## config.mk

```make
export PLATFORM = sky130hd
export DESIGN_NAME = expu_arbiter
export DESIGN_NICKNAME = d
export VERILOG_FILES = /design/src/rtl/expu_arbiter.sv
export SDC_FILE = /design/constraint.sdc
export NUM_CORES = 1
export LEC_CHECK = 0
export BUFFER_PORTS_ARGS = -buffer_cell sky130_fd_sc_hd__buf_2
export CELL_PAD_IN_SITES_DETAIL_PLACEMENT = 1
export CELL_PAD_IN_SITES_GLOBAL_PLACEMENT = 2
export CORE_MARGIN = 4
export CORE_UTILIZATION = 17
export DETAILED_ROUTE_END_ITERATION = 16
export GPL_TIMING_DRIVEN = 0
export HOLD_SLACK_MARGIN = 0.02
export PLACE_DENSITY = 0.95
export SETUP_SLACK_MARGIN = 0.4
export SLEW_MARGIN = 20
export SYNTH_ARGS = -nofsm -noshare
export SYNTH_HDL_FRONTEND = slang
export SYNTH_SLANG_ARGS = --single-unit
```

## constraint.sdc

```tcl
create_clock -name clk_i -period 3.17 [get_ports clk_i]
set_input_delay 0.634 -clock clk_i [delete_from_list [all_inputs] [get_ports clk_i]]
set_output_delay 0.634 -clock clk_i [all_outputs]
set_load 0.1 [all_outputs]
```

## src/rtl/expu_arbiter.sv

```systemverilog
`default_nettype none
// ============================================================================
// Module   : expu_arbiter
// Purpose  : Round-robin sharing of one enable-gated exp datapath between
//            NUM_REQ requesters, with owner-tag shadow pipeline for returns.
// Revision : 1.0 - initial release
// ============================================================================
module expu_arbiter #(
    parameter int NUM_REQ = 4,
    parameter int WIDTH   = 16,
    parameter int LATENCY = 2
) (
    input  logic                     clk_i,
    input  logic                     rst_ni,
    input  logic                     clear_i,
    input  logic [NUM_REQ-1:0]       req_valid_i,
    output logic [NUM_REQ-1:0]       req_ready_o,
    input  logic [NUM_REQ*WIDTH-1:0] req_data_i,
    output logic [NUM_REQ-1:0]       rsp_valid_o,
    input  logic [NUM_REQ-1:0]       rsp_ready_i,
    output logic [WIDTH-1:0]         rsp_data_o,
    output logic                     exp_enable_o,
    output logic                     exp_clear_o,
    output logic [WIDTH-1:0]         exp_float_o,
    input  logic [WIDTH-1:0]         exp_float_i
);

    localparam int TAG_W = (NUM_REQ > 1) ? $clog2(NUM_REQ) : 1;

    logic [LATENCY-1:0]            v_q, v_d;
    logic [LATENCY-1:0][TAG_W-1:0] tag_q, tag_d;
    logic [TAG_W-1:0]              ptr_q, ptr_d;

    logic             head;
    logic [TAG_W-1:0] owner;
    logic             stall;
    logic             grant_found;
    logic [TAG_W-1:0] grant_idx;
    logic [TAG_W:0]   cand;
    logic             issue;

    assign head         = v_q[LATENCY-1];
    assign owner        = tag_q[LATENCY-1];
    assign stall        = head & ~rsp_ready_i[owner];
    assign exp_enable_o = ~stall & ~clear_i;
    assign exp_clear_o  = clear_i;
    assign rsp_data_o   = exp_float_i;

    // First valid requester at or after the pointer, wrapping modulo NUM_REQ
    always_comb begin
        grant_found = 1'b0;
        grant_idx   = '0;
        cand        = '0;
        for (int k = 0; k < NUM_REQ; k++) begin
            cand = {1'b0, ptr_q} + (TAG_W+1)'(k);
            if (cand >= (TAG_W+1)'(NUM_REQ)) begin
                cand = cand - (TAG_W+1)'(NUM_REQ);
            end
            if (!grant_found && req_valid_i[cand[TAG_W-1:0]]) begin
                grant_found = 1'b1;
                grant_idx   = cand[TAG_W-1:0];
            end
        end
    end

    // No grant while reset is held so requesters never see a lost handshake
    assign issue       = grant_found & exp_enable_o & rst_ni;
    assign exp_float_o = grant_found ? req_data_i[grant_idx*WIDTH +: WIDTH] : '0;

    always_comb begin
        req_ready_o = '0;
        rsp_valid_o = '0;
        for (int i = 0; i < NUM_REQ; i++) begin
            req_ready_o[i] = issue && (grant_idx == TAG_W'(i));
            rsp_valid_o[i] = head && (owner == TAG_W'(i));
        end
    end

    always_comb begin
        v_d   = v_q;
        tag_d = tag_q;
        ptr_d = ptr_q;
        if (clear_i) begin
            v_d   = '0;
            ptr_d = '0;
        end else if (exp_enable_o) begin
            v_d[0]   = issue;
            tag_d[0] = grant_idx;
            for (int k = 1; k < LATENCY; k++) begin
                v_d[k]   = v_q[k-1];
                tag_d[k] = tag_q[k-1];
            end
            if (issue) begin
                ptr_d = (grant_idx == TAG_W'(NUM_REQ-1)) ? '0 : grant_idx + 1'b1;
            end
        end
    end

    always_ff @(posedge clk_i or negedge rst_ni) begin
        if (!rst_ni) begin
            v_q   <= '0;
            tag_q <= '0;
            ptr_q <= '0;
        end else begin
            v_q   <= v_d;
            tag_q <= tag_d;
            ptr_q <= ptr_d;
        end
    end

endmodule
`default_nettype wire
```

Word level (Yosys, flattened, before mapping):

Index checks and enable logic that the tools add are counted.

* register bits after elaboration: 8
* RAM bits: 0
* logic and storage cells: 84
* input bits: 91
* memories: 0
* output and inout bits: 42
* bits in latches: 0
* bits in read-only memories: 0

* $add $sub $neg: 8
* reductions and logical operators: 20
* multiply operators: 0
* shift-type cells: 1
* divide/modulo/power cells: 0
* multiplexer cells: 29
* equality and inequality tests: 6
* bitwise operators: 7
* order comparisons: 9

Operator list (number)
* $shiftx 64x7->16: 1
* $mux 2: 14
* $mux 16: 1
* $lt 2x3->1 const B: 5
* $logic_and 1x1->1: 11
* $bmux 1 s2: 5
* $ge 3x3->1 const B: 3
* $mux 1: 9
* $eq 2x2->1 const B: 4
* $sub 2x1->2 const B: 4
* $add 2x2->3 const B: 2
* $and 1x1->1: 4
* $eq 2x1->1 const B: 2
* $logic_not 2->1: 2
* $reduce_and 2->1: 2
* $reduce_bool 2->1: 2
* $add 2x1->3 const B: 1
* $ge 2x3->1 const B: 1
* $logic_not 1->1: 3
* $not 1->1: 3
* $add 2x1->2 const B: 1

Logic depth before layout (Yosys ltp):

* depth in word-level cells: 19
* gate-level depth with buffers: 9

Worst setup path after synthesis:

Ideal clock, no wire load.

* path type: input to output
* from: input req_valid_i[2]
* to: output exp_float_o[0]
* stages: 6
* arrival time: 3.015 ns
* required time: 2.536 ns
* slack: -0.479 ns
* path buffers: 1
* path through: nor2b_1 a221oi_2 inv_2 buf_6 mux2i_1 o22ai_1

* word-level cells in the longest chain between the ends: 14
* elaborated cells between the ends (all ways): 24
* those cells by class: shift (1); mux (17); reduce/logical (6)

RTL lines
* start: declaration: RTL line 16 `input logic [NUM_REQ-1:0] req_valid_i,`
* $bmux 1 s2: RTL line 59 `if (!grant_found && req_valid_i[cand[TAG_W-1:0]]) begin`
* $mux 1 (implied by the code): RTL line 59
* $mux 1: RTL line 59
* $logic_not 1->1: RTL line 59
* $logic_and 1x1->1: RTL line 59
* $mux 1: RTL line 59
* $logic_not 1->1: RTL line 59
* $logic_and 1x1->1: RTL line 59
* $mux 1: RTL line 59
* $logic_not 1->1: RTL line 59
* $logic_and 1x1->1: RTL line 59
* $mux 2 (*): RTL line 59
* via grant_idx[0]: RTL line 38 `logic [TAG_W-1:0] grant_idx;`
* $shiftx 64x7->16 (*): RTL line 68 `assign exp_float_o = grant_found ? req_data_i[grant_idx*WIDTH +: WIDTH] : '0;`
* $mux 16 (*): RTL line 68
* end: declaration: RTL line 24 `output logic [WIDTH-1:0] exp_float_o,`

Mark *: on every way through the listed nets, which the timed path passes. The rest lies on a longest branch. The select of a mux whose other input is x is not followed.

Worst setup path in the final report:

* from: register ptr_q[1]
* to: output exp_float_o[7]

* word-level cells in the longest chain between the ends: 16
* elaborated cells between the ends (all ways): 39
* those cells by class: add/sub (7); order compare (4); shift (1); mux (21); reduce/logical (6)

RTL lines
* start: declaration: RTL line 32 `logic [TAG_W-1:0] ptr_q, ptr_d;`
* start signal: assignment: RTL line 107 `ptr_q <= ptr_d;`
* parallel branches: the longest is 13 deep, another holds $add 2x1->3
* $mux 2 (*): RTL line 59
* via grant_idx[0]: RTL line 38
* $shiftx 64x7->16 (*): RTL line 68
* $mux 16 (*): RTL line 68

Mark *: on every way through the listed nets, which the timed path passes. The select of a mux whose other input is x is not followed.

==> impl_metrics.json <==
{
  "status": "finished clean",
  "finalHoldViolCount": 0,
  "antenna_found_initial": 0,
  "drt-initial-drc-count": 13,
  "crit_path_end_kind": "output pin",
  "path_max_fanout": 7,
  "clk_latency_ns": 0.23,
  "clock_path_buffers": 2,
  "cts.sinks": 8,
  "cp.arrival_ns": 2.13,
  "num_rows": 29,
  "grt_max_degree": 12,
  "cts_tree": "done",
  "crit_type": "reg -> out",
  "slew_headroom_pct": 66.1,
  "tightest_slew_ns": 0.502,
  "port_buffers": 116,
  "yosys_warnings": 0,
  "synthesis.nets": 224,
  "synth_ff_type": "dfrtp_1",
  "htreeDepth": 1,
  "cts_buffers": 3,
  "diodes": 0,
  "synthAdderAreaFrac_pct": 4.36,
  "worstPathRequired_ns": 2.54,
  "async_reset_ff_share_pct": 100,
  "cp-start-kind": "register",
  "grt.total_usage_pct": 10.9,
  "ys_seq_elements": 8,
  "p_leak_nw": 1.29,
  "fmax_mhz": 362,
  "final_antenna_net_count": 0,
  "fin_crit_sh_pct": 87.1,
  "fin_setup_tns_ns": 0,
  "synthDistinctLibCells": 30,
  "syn_avg_cell_area_um2": 8.90,
  "fin_cells": 332,
  "ios": 133,
  "grt_pass1_vias": 1655,
  "grt_pass1_wl_um": 7390,
  "start_util_pct": 17.8,
  "ys_seq_area_share_pct": 17.4,
  "root_buffer": "clkbuf_8",
  "power_density_nw_per_um2": 543,
  "netlist_instances": 129,
  "crit-reg2reg-launch": "ptr_q[0]",
  "fill_cells": 776,
  "synth_simple_gate_area_share_pct": 10.6,
  "hold_class": "in -> async",
  "hpwl_um": 3840,
  "clkTransAtPathRegs_ns": 0.04,
  "r2r_setup_slack_ns": 1.36,
  "rsz0062_at_grt": "yes",
  "grt-ovfl-total": 0,
  "dr.pass1.iters": 2,
  "area_delta_synth_final_pct": 107,
  "synth_edf_count": 0,
  "layout-drive-gt1-share_pct": 73.3,
  "core_area_um2": 6460,
  "drc": 0,
  "cts_hold_buf": 0,
  "fp.dieH_um": 90.2,
  "timing.hold.ws_ns": 0.248,
  "synth_top_family_by_area": "multiplexers",
  "cap_violations": 0,
  "die_width_um": 90.2,
  "synthesis.area_um2": 1150,
  "vias": 1479,
  "period_minus_slack_ns": 2.76,
  "die_area_um2": 8140,
  "place_congestion": 0.716,
  "worst-r2r-cell-count": 9,
  "reg2reg_to": "ptr_q[1]",
  "fin_worst_skew_ns": 0.00423,
  "finalSetupViolCount": 0,
  "synth_compound_area_share_pct": 17.3,
  "utilization_pct": 36.8,
  "routedWlPerCell_um": 14.4,
  "slew_violations": 0,
  "viasPerCell": 4.45,
  "synth_mux_area_share_pct": 33.6,
  "fin_nets": 352,
  "ir_drop_mv": 0.266,
  "wirelength_um": 4770,
  "place_inst": 322,
  "synth_xor_area_share_pct": 0
}
[placed cells by master, fill, tap and decap left out, types with 3 or more instances in the layout]
cell	instances
buf_12	12
nand2b_1	4
buf_2	94
ha_1	4
clkbuf_8	3
dfrtp_1	5
dfrtp_2	3
buf_8	5
buf_4	25
inv_1	4
o22ai_2	16
mux2i_1	33
nand2_1	3
nor2_1	4
and2_4	3
buf_6	7
o21ai_0	4
[registers in the layout (all words and copies together) (netlist names)]
signal  count
tag_q       2
owner       2
ptr_q       2
v_q         2
[cells in the mapped netlist, types with 2 or more instances]
cell      number  area, um2
nor2_1         5       18.8
buf_4         17        128
inv_1          4       15.0
nand2b_1       5       31.3
o21ai_0        4       20.0
ha_1           4       50.1
mux2i_1       34        340
dfrtp_1        8        200
mux2_2         2       22.5
nand2_1        3       11.3
and2_1         4       25.0
o22ai_1       16        100
a21oi_1        3       15.0
clkbuf_1       2       7.51
buf_6          3       33.8
[per-stage QoR]
| stage | setup WS, ns | cell area, um2 | power (mW) |
|---|---|---|---|
| after floorplan | 0.156 | 1270 | 0.833 |
| after global placement | -0.232 | 1950 | 0.976 |
| after detailed placement | -0.236 | 1950 | 0.986 |
| after CTS | 0.388 | 2160 | 1.19 |
| after global routing | 0.336 | 2380 | 1.35 |
| final | 0.409 | 2380 | 1.29 |
[cells by family (layout without fill, tap and decap cells)]
group	Yosys count	after routing
simple gates	22	22
compound gates	30	30
mux	37	37
flops	8	8
buf+inv	28	154
fa+ha+maj	4	4
[power breakdown]
group / total [mW] / internal [mW] / switching, mW
Sequential: 0.143 / 0.121 / 0.0225
Combinational: 1.03 / 0.366 / 0.660
Clock: 0.122 / 0.0823 / 0.0401
Total: 1.29 / 0.569 / 0.723
[area by class of cell]
class                   instances  area, um2  share of cell area, %
clock buffers                   3       41.3                   1.74
multi-input cells              93        922                   38.8
plain buffers                  23        213                   8.95
well taps                      77       96.3                   4.05
repair buffers                123        880                   37.0
inverters                       5       21.3                  0.895
flip-flops and latches          8        204                   8.58
[metal layers]
metal,GRT usage [%],vias up,part of all wire [%]
li1,-,713,-
met1,10.1,674,34
met2,22.0,86,55
met3,4.01,6,10
met4,2.68,0,0.71
met5,0,-,0
[how the worst max path moves through the flow]
stage	startpoint	end	depth (start not counted)
2_1_floorplan	req_valid_i[2]	exp_float_o[10]	6
3_3_place_gp	req_valid_i[2]	exp_float_o[7]	8
3_5_place_dp	req_valid_i[2]	exp_float_o[7]	8
4_1_cts	req_valid_i[3]	req_ready_o[2]	8
5_1_grt	ptr_q[1]	exp_float_o[7]	7
6_report	ptr_q[1]	exp_float_o[7]	7
[what timing repair did]
action / CTS / global route
cloned: 0 / 1
endpoints found under the setup margin: 20 / 20
gates resized for setup: 41 / 49
pin swaps: 3 / 2
buffers inserted: 6 / 0
[worst max-delay path: stages (launching register included)]
cell      delay (ns)
dfrtp_2         0.46
mux2i_1         0.18
a221oi_4        0.36
inv_4           0.14
buf_12          0.16
mux2i_2         0.14
o22ai_2         0.23
buf_12          0.21
Power figures use the tool's default switching activity.
